File: src/rtl/popcount_pkg.sv
// Shared types and width helpers for the popcount arbiter.
// Optional accumulators are enabled by defining POPCNT_ACCUM_EN.
package popcount_pkg;

    typedef enum logic [1:0] {
        IDLE,
        COUNT,
        RESP
    } state_t;

    function automatic int cnt_w(input int n);
        return $clog2(n) + 1;
    endfunction

    function automatic int id_w(input int n);
        return (n > 1) ? $clog2(n) : 1;
    endfunction

endpackage

File: src/rtl/popcount_arbiter_if.sv
// Request/response bundle between the word producers and the arbiter.
// POPCNT_ACCUM_EN adds acc_clr and resp_total.
interface popcount_arbiter_if
    import popcount_pkg::*;
#(
    parameter int inCount = 32,
    parameter int NREQ    = 4
`ifdef POPCNT_ACCUM_EN
    ,
    parameter int ACC_W   = 16
`endif
);
    localparam int CW = cnt_w(inCount);
    localparam int IW = id_w(NREQ);

    logic [NREQ-1:0]         req_valid;
    logic [NREQ*inCount-1:0] req_data;
    logic [NREQ-1:0]         req_ready;
    logic                    resp_valid;
    logic                    resp_ready;
    logic [IW-1:0]           resp_id;
    logic [CW-1:0]           resp_count;
`ifdef POPCNT_ACCUM_EN
    logic                    acc_clr;
    logic [ACC_W-1:0]        resp_total;
`endif

    modport master (
        output req_valid, req_data, resp_ready,
`ifdef POPCNT_ACCUM_EN
        output acc_clr,
        input  resp_total,
`endif
        input  req_ready, resp_valid, resp_id, resp_count
    );

    modport slave (
        input  req_valid, req_data, resp_ready,
`ifdef POPCNT_ACCUM_EN
        input  acc_clr,
        output resp_total,
`endif
        output req_ready, resp_valid, resp_id, resp_count
    );

endinterface

File: src/rtl/popcount_arbiter_ones_count.sv
// Combinational population count of one operand word.
// Unaffected by POPCNT_ACCUM_EN.
module ones_count #(
    parameter int inCount = 32
) (
    input  logic [inCount-1:0]   i_data,
    output logic [$clog2(inCount):0] o_count
);
    localparam int CW = $clog2(inCount) + 1;

    // Sum every bit of the operand.
    always_comb begin
        o_count = '0;
        for (int i = 0; i < inCount; i++) begin
            o_count = o_count + CW'(i_data[i]);
        end
    end

endmodule

File: src/rtl/popcount_arbiter.sv
// Round-robin arbiter sharing one ones_count among NREQ requesters.
// Define POPCNT_ACCUM_EN for per-requester running totals.
module popcount_arbiter
    import popcount_pkg::*;
#(
    parameter int inCount = 32,
    parameter int NREQ    = 4
`ifdef POPCNT_ACCUM_EN
    ,
    parameter int ACC_W   = 16
`endif
) (
    input  logic              clk,
    input  logic              rst,
    popcount_arbiter_if.slave bus
);
    localparam int CW = cnt_w(inCount);
    localparam int IW = id_w(NREQ);

    state_t              r_state;
    state_t              w_state_nxt;
    logic [IW-1:0]       r_rr_ptr;
    logic [IW-1:0]       r_id;
    logic [IW-1:0]       r_resp_id;
    logic [inCount-1:0]  r_operand;
    logic [CW-1:0]       r_resp_count;
    logic                r_resp_valid;
    logic [CW-1:0]       w_count;
    logic                w_found;
    logic [IW-1:0]       w_grant;
    logic [IW-1:0]       w_ptr_nxt;
    logic [NREQ-1:0]     w_req_ready;

    // First valid requester at or after the pointer; the
    // descending loop lets the smallest offset win.
    function automatic logic [IW:0] rr_pick(
        input logic [NREQ-1:0] v,
        input logic [IW-1:0]   p
    );
        int idx;
        rr_pick = '0;
        for (int k = NREQ - 1; k >= 0; k--) begin
            idx = (int'(p) + k) % NREQ;
            if (v[idx]) begin
                rr_pick = {1'b1, IW'(idx)};
            end
        end
    endfunction

    assign {w_found, w_grant} = rr_pick(bus.req_valid, r_rr_ptr);

    assign w_ptr_nxt = (int'(w_grant) == NREQ - 1) ? '0
                                                   : w_grant + IW'(1);

    ones_count #(
        .inCount(inCount)
    ) u_ones_count (
        .i_data (r_operand),
        .o_count(w_count)
    );

    // Next state and the combinational request grant.
    always_comb begin
        w_state_nxt = r_state;
        w_req_ready = '0;
        case (r_state)
            IDLE: begin
                if (w_found) begin
                    w_state_nxt = COUNT;
                    if (!rst) begin
                        w_req_ready[w_grant] = 1'b1;
                    end
                end
            end
            COUNT: w_state_nxt = RESP;
            RESP: begin
                if (bus.resp_ready) begin
                    w_state_nxt = IDLE;
                end
            end
            default: w_state_nxt = IDLE;
        endcase
    end

    // State register, operand capture and response registers.
    always_ff @(posedge clk) begin
        if (rst) begin
            r_state      <= IDLE;
            r_rr_ptr     <= '0;
            r_id         <= '0;
            r_operand    <= '0;
            r_resp_id    <= '0;
            r_resp_count <= '0;
            r_resp_valid <= 1'b0;
        end else begin
            r_state <= w_state_nxt;
            case (r_state)
                IDLE: begin
                    if (w_found) begin
                        r_operand <= bus.req_data[w_grant*inCount +: inCount];
                        r_id      <= w_grant;
                        r_rr_ptr  <= w_ptr_nxt;
                    end
                end
                COUNT: begin
                    r_resp_count <= w_count;
                    r_resp_id    <= r_id;
                    r_resp_valid <= 1'b1;
                end
                RESP: begin
                    if (bus.resp_ready) begin
                        r_resp_valid <= 1'b0;
                    end
                end
                default: ;
            endcase
        end
    end

    assign bus.req_ready  = w_req_ready;
    assign bus.resp_valid = r_resp_valid;
    assign bus.resp_id    = r_resp_id;
    assign bus.resp_count = r_resp_count;

`ifdef POPCNT_ACCUM_EN
    logic [ACC_W-1:0] r_acc [NREQ];
    logic [ACC_W-1:0] w_total;

    assign w_total = r_acc[r_resp_id] + ACC_W'(r_resp_count);

    // Running totals; clear wins over a same-cycle add.
    always_ff @(posedge clk) begin
        if (rst || bus.acc_clr) begin
            for (int i = 0; i < NREQ; i++) begin
                r_acc[i] <= '0;
            end
        end else if (r_resp_valid && bus.resp_ready) begin
            r_acc[r_resp_id] <= w_total;
        end
    end

    assign bus.resp_total = w_total;
`endif

endmodule
File: src/flat_wrapper.sv
// flat-port wrapper written by rule: the top's interface ports become plain ports
module popcount_arbiter_flat import popcount_pkg::*;
#(
    parameter int inCount = 32,
    parameter int NREQ    = 4

)
  (clk, rst, bus_req_valid, bus_req_data, bus_resp_ready, bus_req_ready, bus_resp_valid, bus_resp_id, bus_resp_count);
  popcount_arbiter_if #(.inCount(inCount), .NREQ(NREQ)) bus_i ();
  input  logic clk;
  input  logic rst;
  input wire logic [$bits(bus_i.req_valid)-1:0] bus_req_valid;
  input wire logic [$bits(bus_i.req_data)-1:0] bus_req_data;
  input wire logic [$bits(bus_i.resp_ready)-1:0] bus_resp_ready;
  output wire logic [$bits(bus_i.req_ready)-1:0] bus_req_ready;
  output wire logic [$bits(bus_i.resp_valid)-1:0] bus_resp_valid;
  output wire logic [$bits(bus_i.resp_id)-1:0] bus_resp_id;
  output wire logic [$bits(bus_i.resp_count)-1:0] bus_resp_count;
  assign bus_i.req_valid = bus_req_valid;
  assign bus_i.req_data = bus_req_data;
  assign bus_i.resp_ready = bus_resp_ready;
  assign bus_req_ready = bus_i.req_ready;
  assign bus_resp_valid = bus_i.resp_valid;
  assign bus_resp_id = bus_i.resp_id;
  assign bus_resp_count = bus_i.resp_count;
  popcount_arbiter #(.inCount(inCount), .NREQ(NREQ)) u_core (.clk(clk), .rst(rst), .bus(bus_i));
endmodule
File: config.mk
export PLATFORM = sky130hd
export DESIGN_NAME = popcount_arbiter_flat
export DESIGN_NICKNAME = d
export VERILOG_FILES = /design/src/rtl/popcount_pkg.sv /design/src/rtl/popcount_arbiter_if.sv /design/src/rtl/popcount_arbiter_ones_count.sv /design/src/rtl/popcount_arbiter.sv /design/src/flat_wrapper.sv
export SDC_FILE = /design/constraint.sdc
export NUM_CORES = 1
export LEC_CHECK = 0
export CAP_MARGIN = 25
export CELL_PAD_IN_SITES_DETAIL_PLACEMENT = 1
export CELL_PAD_IN_SITES_GLOBAL_PLACEMENT = 2
export CORE_ASPECT_RATIO = 0.75
export CORE_MARGIN = 4
export CORE_UTILIZATION = 25
export CTS_CLUSTER_DIAMETER = 80
export DETAILED_ROUTE_END_ITERATION = 8
export MAX_ROUTING_LAYER = met4
export PLACE_DENSITY = 0.87
export SETUP_SLACK_MARGIN = 0.4
export SLEW_MARGIN = 15
export SYNTH_ARGS = -nofsm -noshare
export SYNTH_HDL_FRONTEND = slang
export SYNTH_SLANG_ARGS = --single-unit
File: constraint.sdc
create_clock -name clk -period 5.3 [get_ports clk]
set_input_delay 1.06 -clock clk [delete_from_list [all_inputs] [get_ports clk]]
set_output_delay 1.06 -clock clk [all_outputs]
set_load 0.01 [all_outputs]
# Word level (Yosys, flattened, before mapping)
# Index checks and enable logic that the tools add are counted.
word_totals:
  register_bits: 47
  elab_cells: 92
  output_inout_bits: 13
classes:
  n_mux: 26
  reduce_logical: 9
  n_eq_ne: 5
  bitwise_logic: 3
  n_addsub: 35
  shift: 1
  order_cmp: 6
op_table:
  columns: ["op", "count"]
  rows:
  - ["6-bit by 1-bit adder with 6-bit output", 26]
  - ["128-bit by 8-bit variable part select with 32-bit output", 1]
  - ["3-bit by 4-bit less-than comparator with 1-bit output (second input constant)", 3]
  - ["3-bit 2-to-1 mux", 4]
  - ["4-bit 2-to-1 mux", 3]
  - ["1-bit 2-to-1 mux", 9]
  - ["1-bit binary-select mux with 2-bit select", 4]
  - ["5-bit by 1-bit adder with 6-bit output", 1]
  - ["2-bit by 3-bit less-than comparator with 1-bit output (second input constant)", 2]
  - ["2-bit 2-to-1 mux", 3]
  - ["2-bit case mux with 3 select lines", 1]
  - ["2-bit AND reduction", 3]
  - ["2-bit OR reduction", 3]
  - ["4-bit by 1-bit adder with 5-bit output", 1]
  - ["2-bit by 1-bit adder with 2-bit output (second input constant)", 2]
  - ["2-bit adder (second input constant)", 2]
  - ["3-bit by 1-bit adder with 4-bit output", 1]
  - ["2-bit by 1-bit equality test with 1-bit output (second input constant)", 2]
  - ["2-bit by 1-bit adder with 3-bit output", 1]
  - ["1-bit AND (first input constant)", 3]
  - ["1-bit by 1-bit adder with 2-bit output", 1]
  - ["1-bit demux with 2-bit select", 1]
  - ["2-bit equality test (second input constant)", 1]
  - ["2-bit by 1-bit greater-or-equal comparator with 1-bit output (second input constant)", 1]
  - ["6 further kinds", 6]

# Depth between registers and ports, before layout
# Gate-level depths: netlist of run 1.
depth:
  ltp_word: 31
  depth_mapped: 16
  mapped_depth_nobuf: 16

# By module
# From an unflattened synthesis of run 1, not the netlist that was laid out.
unflattened:
  cells_unflattened: 332
  hier_area_um2: 3413.3
by_module_without_submodules:
  columns: ["module", "cells_per_inst", "n_inst", "area_each_um2"]
  rows:
  - ["popcount_arbiter", 259, 1, 2655.0]
  - ["ones_count", 73, 1, 758.2]

# Worst setup path before layout of run 1
# Ideal clock, no wire load.
synth_timing:
  path_type: "register -> register"
  start: "register u_core.r_operand[0]"
  end: "register u_core.r_resp_count[4], in the netlist u_core.bus.resp_count[4]"
  t_required_ns: 5.230
  period_less_slack_ns: 4.502
  path_stages_with_launch: 17
  slack_ns: 0.798
  n_path_buf: 0
  arrival_time_ns: 4.431
  path_cell_list: "dfxtp_1 > inv_1 > fa_1 > fa_1 > fa_1 > fa_1 > fa_1 > fa_1 > inv_1 > ha_1 > inv_1 > fa_1 > nor2b_1 > o21a_1 > nor3_1 > nand3b_1 > a21oi_1"
synth_between:
  elab_chain_len: 31
synth_lines:
  columns: ["element", "line", "text"]
  rows:
  - ["start, declared", "popcount_arbiter.sv:25", "logic [inCount-1:0] r_operand;"]
  - ["start signal, assigned", "popcount_arbiter.sv:100", "r_operand <= bus.req_data[w_grant*inCount +: inCount];"]
  - ["1-bit by 1-bit adder with 2-bit output", "popcount_arbiter_ones_count.sv:15", "o_count = o_count + CW'(i_data[i]);"]
  - ["2-bit by 1-bit adder with 3-bit output", "popcount_arbiter_ones_count.sv:15", null]
  - ["3-bit by 1-bit adder with 4-bit output", "popcount_arbiter_ones_count.sv:15", null]
  - ["4-bit by 1-bit adder with 5-bit output", "popcount_arbiter_ones_count.sv:15", null]
  - ["5-bit by 1-bit adder with 6-bit output", "popcount_arbiter_ones_count.sv:15", null]
  - ["6-bit by 1-bit adder with 6-bit output (26 in a row)", "popcount_arbiter_ones_count.sv:15", null]
  - ["end signal, assigned", "popcount_arbiter.sv:106", "r_resp_count <= w_count;"]
  - ["end, declared", "popcount_arbiter.sv:26", "logic [CW-1:0] r_resp_count;"]
# Every way passes these cells.
# A chain may end at the register's enable or synchronous reset.

# Worst setup path in the final report of run 1
layout_timing:
  start: "register u_core.r_operand[17]"
  end: "register u_core.r_resp_count[4], in the netlist u_core.bus.resp_count[4]"
layout_between:
  elab_chain_len: 15
layout_lines:
  columns: ["element", "line"]
  rows:
  - ["6-bit by 1-bit adder with 6-bit output (15 in a row)", "popcount_arbiter_ones_count.sv:15"]
# Every way passes these cells.

==> results of run 1 <==
cell usage after synthesis (7+ instances only):
master | instances | share of area [%]
fa_1 | 24 | 13
dfxtp_1 | 47 | 26
clkbuf_1 | 15 | 1.6
a21oi_1 | 15 | 2.1
or3_1 | 12 | 2.1
nand2_1 | 37 | 3.9
o221ai_1 | 16 | 3.9
ha_1 | 11 | 3.8
o211ai_1 | 17 | 3.5
nand3b_1 | 7 | 1.5
a21o_1 | 18 | 3.8
inv_1 | 50 | 5.2
nand4_1 | 16 | 2.8
o31ai_1 | 16 | 3.3
mux2i_1 | 49 | 14
flip-flops by register name, summed over array words and instances (netlist names):
signal and count:
u_core.r_rr_ptr 2, u_core.bus.resp_count 6, u_core.bus.resp_id 2, u_core.r_state 2, u_core.r_operand 32, u_core.bus.resp_valid 1
u_core.r_id 2
area by class of cell:
cell class / instances / area, um2 / share of cell area [%]
inverters: 51 / 191.4 / 3.530
clock buffers: 6 / 138.9 / 2.561
flip-flops and latches: 47 / 940.9 / 17.35
multi-input cells: 274 / 2362 / 43.56
repair buffers: 155 / 1531 / 28.24
clock inverters: 2 / 38.79 / 0.7153
well taps: 175 / 219.0 / 4.038
path summary, 6_finish.rpt:
check	slack, ns	endpoint	cells past startpoint
max	0.59	u_core.bus.resp_count[4]	16
max reg2reg	0.59	u_core.bus.resp_count[4]	16
min	0.46	u_core.bus.resp_id[1]	2
min reg2reg	0.46	u_core.bus.resp_id[1]	2
per-stage QoR:
stage,std cells,area [um2]
2_1_floorplan,398,3597
3_3_place_gp,699,5199
3_5_place_dp,700,5206
4_1_cts,708,5384
5_1_grt,710,5423
6_report,710,5423
power groups by stage:
stage / sequential, mW / clock (mW) / combinational (mW)
2_1_floorplan: 0.457 / 0 / 1.23
3_3_place_gp: 0.462 / 0 / 1.59
3_5_place_dp: 0.466 / 0 / 1.68
4_1_cts: 0.458 / 0.389 / 1.75
5_1_grt: 0.465 / 0.404 / 2.15
6_report: 0.457 / 0.381 / 1.85
worst max-delay path, delay by kind of cell, from the launching register on:
kind | cells | cell delay, ns
simple gates | 3 | 0.36
flops | 1 | 0.33
buf+inv | 3 | 0.18
fa+ha+maj | 8 | 3.50
compound gates | 2 | 0.27
placed cells by master, fill, tap and decap left out, types with 11 or more instances in the layout:
master             n
clkdlybuf4s50_1  147
mux2i_1           49
inv_1             49
dfxtp_1           47
nand2_1           37
fa_1              22
a21o_1            18
o211ai_1          17
o221ai_1          16
nand4_1           16
o31ai_1           16
a21oi_1           13
or3_1             12
ha_1              11
kinds of logic (layout without fill, tap and decap cells):
kind of cell             after synthesis  in the layout
buffers and inverters                 77            214
flip-flops                            47             47
adder cells (fa/ha/maj)               35             35
XOR/XNOR                               1              1
AO/OA/AOI/OAI                         89             89
AND/OR/NAND/NOR                      100            100
multiplexers                          49             49
layer usage:
layer	vias up	track usage [%]	share of wire, %
li1	1677	-	-
met4	0	2.820	1.1
met2	88	25.00	48
met5	-	-	0
met3	10	1.993	3.4
met1	1656	18.86	47
==> flow_metrics.py, run 1 <==
metrics = {
    "worst_setup_path": {
        "cp-end-kind": "flip-flop",
        "crit_slowest_cell": "fa_1",
        "reg2reg_from": "u_core.r_operand[17]",
        "cp_data_required_time_ns": 5.53,
        "cp_max_fo": 2,
        "startpoint": "u_core.r_operand[17]",
        "crit_top_cell": "fa_1",
        "worst_path_largest_cell_delay_ns": 0.55,
        "worstPathArrival_ns": 4.94,
        "path_class": "reg -> reg",
        "path_cells": "fa_1 > inv_1 > fa_1 > fa_1 > fa_1 > fa_1 > fa_1 > inv_1 > ha_1 > inv_1 > fa_2 > nor2b_4 > o21a_1 > nor3_1 > nand3b_1 > a21oi_2",
        "start_kind": "flip-flop",
    },
    "timing": {
        "tns_ns": 0,
        "rsz0062_at_grt": "true",
        "max_freq_ghz": 0.2123,
        "fin_crit_ns": 4.711,
        "tightest_slew_ns": 0.6794,
        "slew_headroom_pct": 54.60,
        "whs_ns": 0.4585,
        "setup_viol": 0,
        "hold_viol_final": 0,
        "finClkSkew_ns": 0.006460,
        "worst_slack_ns": 0.5887,
        "report.final.slew_viol_count": 0,
        "period_share_pct": 88.89,
    },
    "synth": {
        "synth_cell_type_count": 37,
        "syn_area_per_cell_um2": 9.038,
        "syn-num-nets": 568,
        "synthXorXnorAreaFrac_pct": 0.2435,
        "ys_async_sr_fraction_pct": 0,
        "synth_edf_count": 0,
        "synth_top_family_by_area": "compound AO/OA/AOI/OAI gates",
        "ys.warnings.count": 0,
        "muxShareOfSynthArea_pct": 13.63,
        "syn_inst": 398,
        "yosys.area_share.simple_pct": 15.72,
        "yosys.area_share.adder_pct": 17.18,
        "synth_ff_type": "dfxtp_1",
        "synth-seq-cells": 47,
        "synth_compound_area_share_pct": 18.09,
        "synth_area_um2": 3597,
        "yosysSeqAreaShare_pct": 26.16,
    },
    "placed_design": {
        "gp_congestion": 0.8020,
        "portBuffers": 147,
        "place_ws_ns": 0.5222,
        "hpwl_mm": 9.718,
    },
    "cells_and_area": {
        "drive_gt1_share_pct": 5.981,
        "final.fill_count": 1570,
        "n_antenna_cell": 0,
        "nets": 704,
        "final_core_util_pct": 39.05,
        "syn2layout_area_growth_pct": 50.75,
    },
    "pwr": {
        "ir_drop_mv": 0.3492,
        "p_switching_mw": 1.158,
        "internal_power_mw": 1.532,
        "powerDensity_nw_per_um2": 496.0,
        "switching_share_pct": 43.06,
        "power_frac_comb_pct": 68.8,
        "leakage_nw": 2.146,
        "p_clk_share_pct": 14.2,
        "pwr-share-seq_pct": 17.0,
        "power_mw": 2.690,
    },
    "routing": {
        "drtAntennaViolNets": 0,
        "first_iter_violations": 124,
        "via_per_inst": 4.832,
        "num_vias": 3431,
        "wl_per_cell_um": 16.75,
        "dr.pass1.iters": 4,
        "finalWirelength_mm": 11.89,
        "drc_errors": 0,
    },
    "hold_path": {
        "hold_class": "reg -> reg",
        "hp-start": "u_core.r_id[1]",
    },
    "clock_tree": {
        "cts-root-buf": "clkbuf_16",
        "clock-sinks": 47,
        "cts_hold_buf": 0,
        "clk_latency_ns": 0.29,
        "cts_resized": 0,
        "clockBufferDepth": 2,
        "cts_inserted_buffers": 5,
        "cts_tree": "built",
        "htreeDepth": 2,
        "cts.clk_slew.worst_paths_ns": 0.07,
        "cts_setup_buffers": 0,
    },
    "global_route": {
        "grt.overflow.total": 0,
        "grt_first_pass_wirelength_mm": 19.35,
        "grt_pass1_vias": 3874,
        "grt_start_max_net_pins": 34,
        "track_usage_pct": 14.70,
        "antenna_found_initial": 0,
    },
    "job": {
        "maxCapViolCount": 0,
    },
    "die": {
        "core_region_area_um2": 13890,
        "io_pins": 148,
        "die_h_um": 111.9,
        "initial_core_util_pct": 25.90,
        "std_cell_rows": 37,
        "die_width_um": 146.5,
        "die_area_um2": 16390,
    },
    "run_status": {
        "status": "completed",
    },
}
(Power assumes the default switching activity.)
==> inputs of run 2 (changes only) <==
==> constraint.sdc (replaced) <==
create_clock -name clk -period 4.8 [get_ports clk]
set_input_delay 0.96 -clock clk [delete_from_list [all_inputs] [get_ports clk]]
set_output_delay 0.96 -clock clk [all_outputs]
set_load 0.01 [all_outputs]
==> flow_metrics.py, run 2 (synthesized netlist as in run 1, its figures left out) <==
metrics = {
    "run_status": {
        "status": "completed",
    },
    "pwr": {
        "power_mw": 2.925,
        "leakage_nw": 2.109,
        "powerDensity_nw_per_um2": 543.4,
        "ir_drop_mv": 0.4095,
    },
    "clock_tree": {
        "cts-root-buf": "clkbuf_16",
        "cts_inserted_buffers": 5,
        "htreeDepth": 2,
        "cts_tree": "built",
        "clock-sinks": 47,
        "cts_hold_buf": 0,
        "clockBufferDepth": 2,
        "clk_latency_ns": 0.28,
        "cts.clk_slew.worst_paths_ns": 0.06,
    },
    "routing": {
        "dr.pass1.iters": 4,
        "finalWirelength_mm": 11.82,
        "first_iter_violations": 109,
        "drtAntennaViolNets": 0,
        "wl_per_cell_um": 16.72,
        "num_vias": 3419,
        "via_per_inst": 4.836,
        "drc_errors": 0,
    },
    "cells_and_area": {
        "nets": 701,
        "largest_reg_flops": 32,
        "largest-register": "u_core.r_operand",
        "layout_common_cells": "clkdlybuf4s50_1 (147), mux2i_1 (49), inv_1 (46)",
        "ff_latch_area_um2": 944.7,
        "multi_input_area_um2": 2381,
        "drive_gt1_share_pct": 7.519,
        "n_antenna_cell": 0,
        "fin_cells": 707,
        "fin_area_um2": 5383,
        "final_common_cell": "clkdlybuf4s50_1",
        "final.fill_count": 1581,
        "syn2layout_area_growth_pct": 49.63,
    },
    "timing": {
        "period_share_pct": 96.56,
        "setup_viol": 0,
        "whs_ns": 0.4582,
        "max_freq_ghz": 0.2157,
        "hold_viol_final": 0,
        "finClkSkew_ns": 0.003748,
        "rsz0062_at_grt": "true",
        "slew_headroom_pct": 33.50,
        "fin_crit_ns": 4.635,
        "report.final.slew_viol_count": 0,
        "tightest_slew_ns": 0.9921,
    },
    "worst_setup_path": {
        "rrSetupSlack_ns": 0.16,
        "path_class": "reg -> reg",
        "cp_max_fo": 2,
        "worst_path_largest_cell_delay_ns": 0.57,
        "worstPathArrival_ns": 4.86,
        "crit_slowest_cell": "fa_1",
        "crit_top_cell": "fa_1",
        "start_kind": "flip-flop",
        "cp-end-kind": "flip-flop",
        "cp_data_required_time_ns": 5.02,
        "cp_top_family": "adder cells",
        "path_cells": "inv_2 > fa_1 > fa_1 > fa_1 > fa_1 > fa_1 > fa_1 > inv_2 > ha_4 > inv_2 > fa_2 > nor2b_2 > o21a_1 > nor3_2 > nand3b_1 > a21oi_2",
        "path_buf_inv": 3,
    },
    "die": {
        "die_h_um": 111.9,
        "io_pins": 148,
        "die_width_um": 146.5,
        "std_cell_rows": 37,
        "core_region_area_um2": 13890,
        "initial_core_util_pct": 25.90,
        "die_area_um2": 16390,
    },
    "global_route": {
        "grt_first_pass_wirelength_mm": 19.65,
        "grt_start_max_net_pins": 32,
        "grt_pass1_vias": 3950,
        "antenna_found_initial": 0,
        "grt.overflow.total": 0,
        "track_usage_pct": 14.94,
    },
    "placed_design": {
        "portBuffers": 147,
        "dpl.cell_count": 698,
        "gp_congestion": 0.7891,
        "hpwl_mm": 9.866,
        "placed_area_um2": 5197,
    },
    "job": {
        "maxCapViolCount": 0,
    },
    "hold_path": {
        "hold_class": "reg -> reg",
    },
}
## run 2: layout make-up
cell class / count / share of cell area [%]
tap: 175 / 4.068
multi-input combinational: 274 / 44.24
timing repair buffer: 152 / 28.03
clock buffer: 7 / 2.464
sequential: 47 / 17.55
clock inverter: 1 / 0.09298
inverter: 51 / 3.556
## run 2: metal layers
| layer | wire length [um] | GRT usage [%] | part of all wire (%) | up-vias |
|---|---|---|---|---|
| met2 | 5640 | 24.97 | 48 | 97 |
| met3 | 431 | 2.482 | 3.6 | 10 |
| li1 | - | - | - | 1666 |
| met4 | 107 | 2.381 | 0.91 | 0 |
| met5 | 0 | - | 0 | - |
| met1 | 5639 | 19.45 | 48 | 1646 |
## run 2: power by group
part	internal, mW	switching [mW]
Combinational	1.02	1.06
Sequential	0.463	0.0431
Clock	0.193	0.145
Total	1.67	1.25
## run 2: worst paths after layout
check,endpoint,cells past startpoint,startpoint
max reg2reg,u_core.bus.resp_count[4],16,u_core.r_operand[5]
max,u_core.bus.resp_count[4],16,u_core.r_operand[5]
min reg2reg,u_core.bus.resp_id[1],2,u_core.r_id[1]
min,u_core.bus.resp_id[1],2,u_core.r_id[1]
## run 2: worst register-to-register path, cell delays in order, from the launching register on
cell      delay (ns)
dfxtp_2         0.33
inv_2           0.04
fa_1            0.57
fa_1            0.48
fa_1            0.55
fa_1            0.44
fa_1            0.51
fa_1            0.43
inv_2           0.08
ha_4            0.13
inv_2           0.04
fa_2            0.34
nor2b_2         0.13
o21a_1          0.16
nor3_2          0.04
nand3b_1        0.17
a21oi_2         0.14
## run 2: what timing repair did
| item | in CTS | in global routing |
|---|---|---|
| buffers inserted | 1 | 0 |
| pin swaps | 8 | 6 |
| gates resized for setup | 10 | 7 |
| endpoints found under the setup margin | 6 | 7 |
## run 2: per-stage QoR
stage	setup TNS, ns	utilization (%)	setup WS, ns
after floorplan	0	-	0.3791
after global placement	0	37.42	0.2221
after detailed placement	0	37.42	0.08282
after CTS	0	38.53	0.1284
after global routing	-0.06628	38.76	-0.06628
final	0	38.76	0.1650
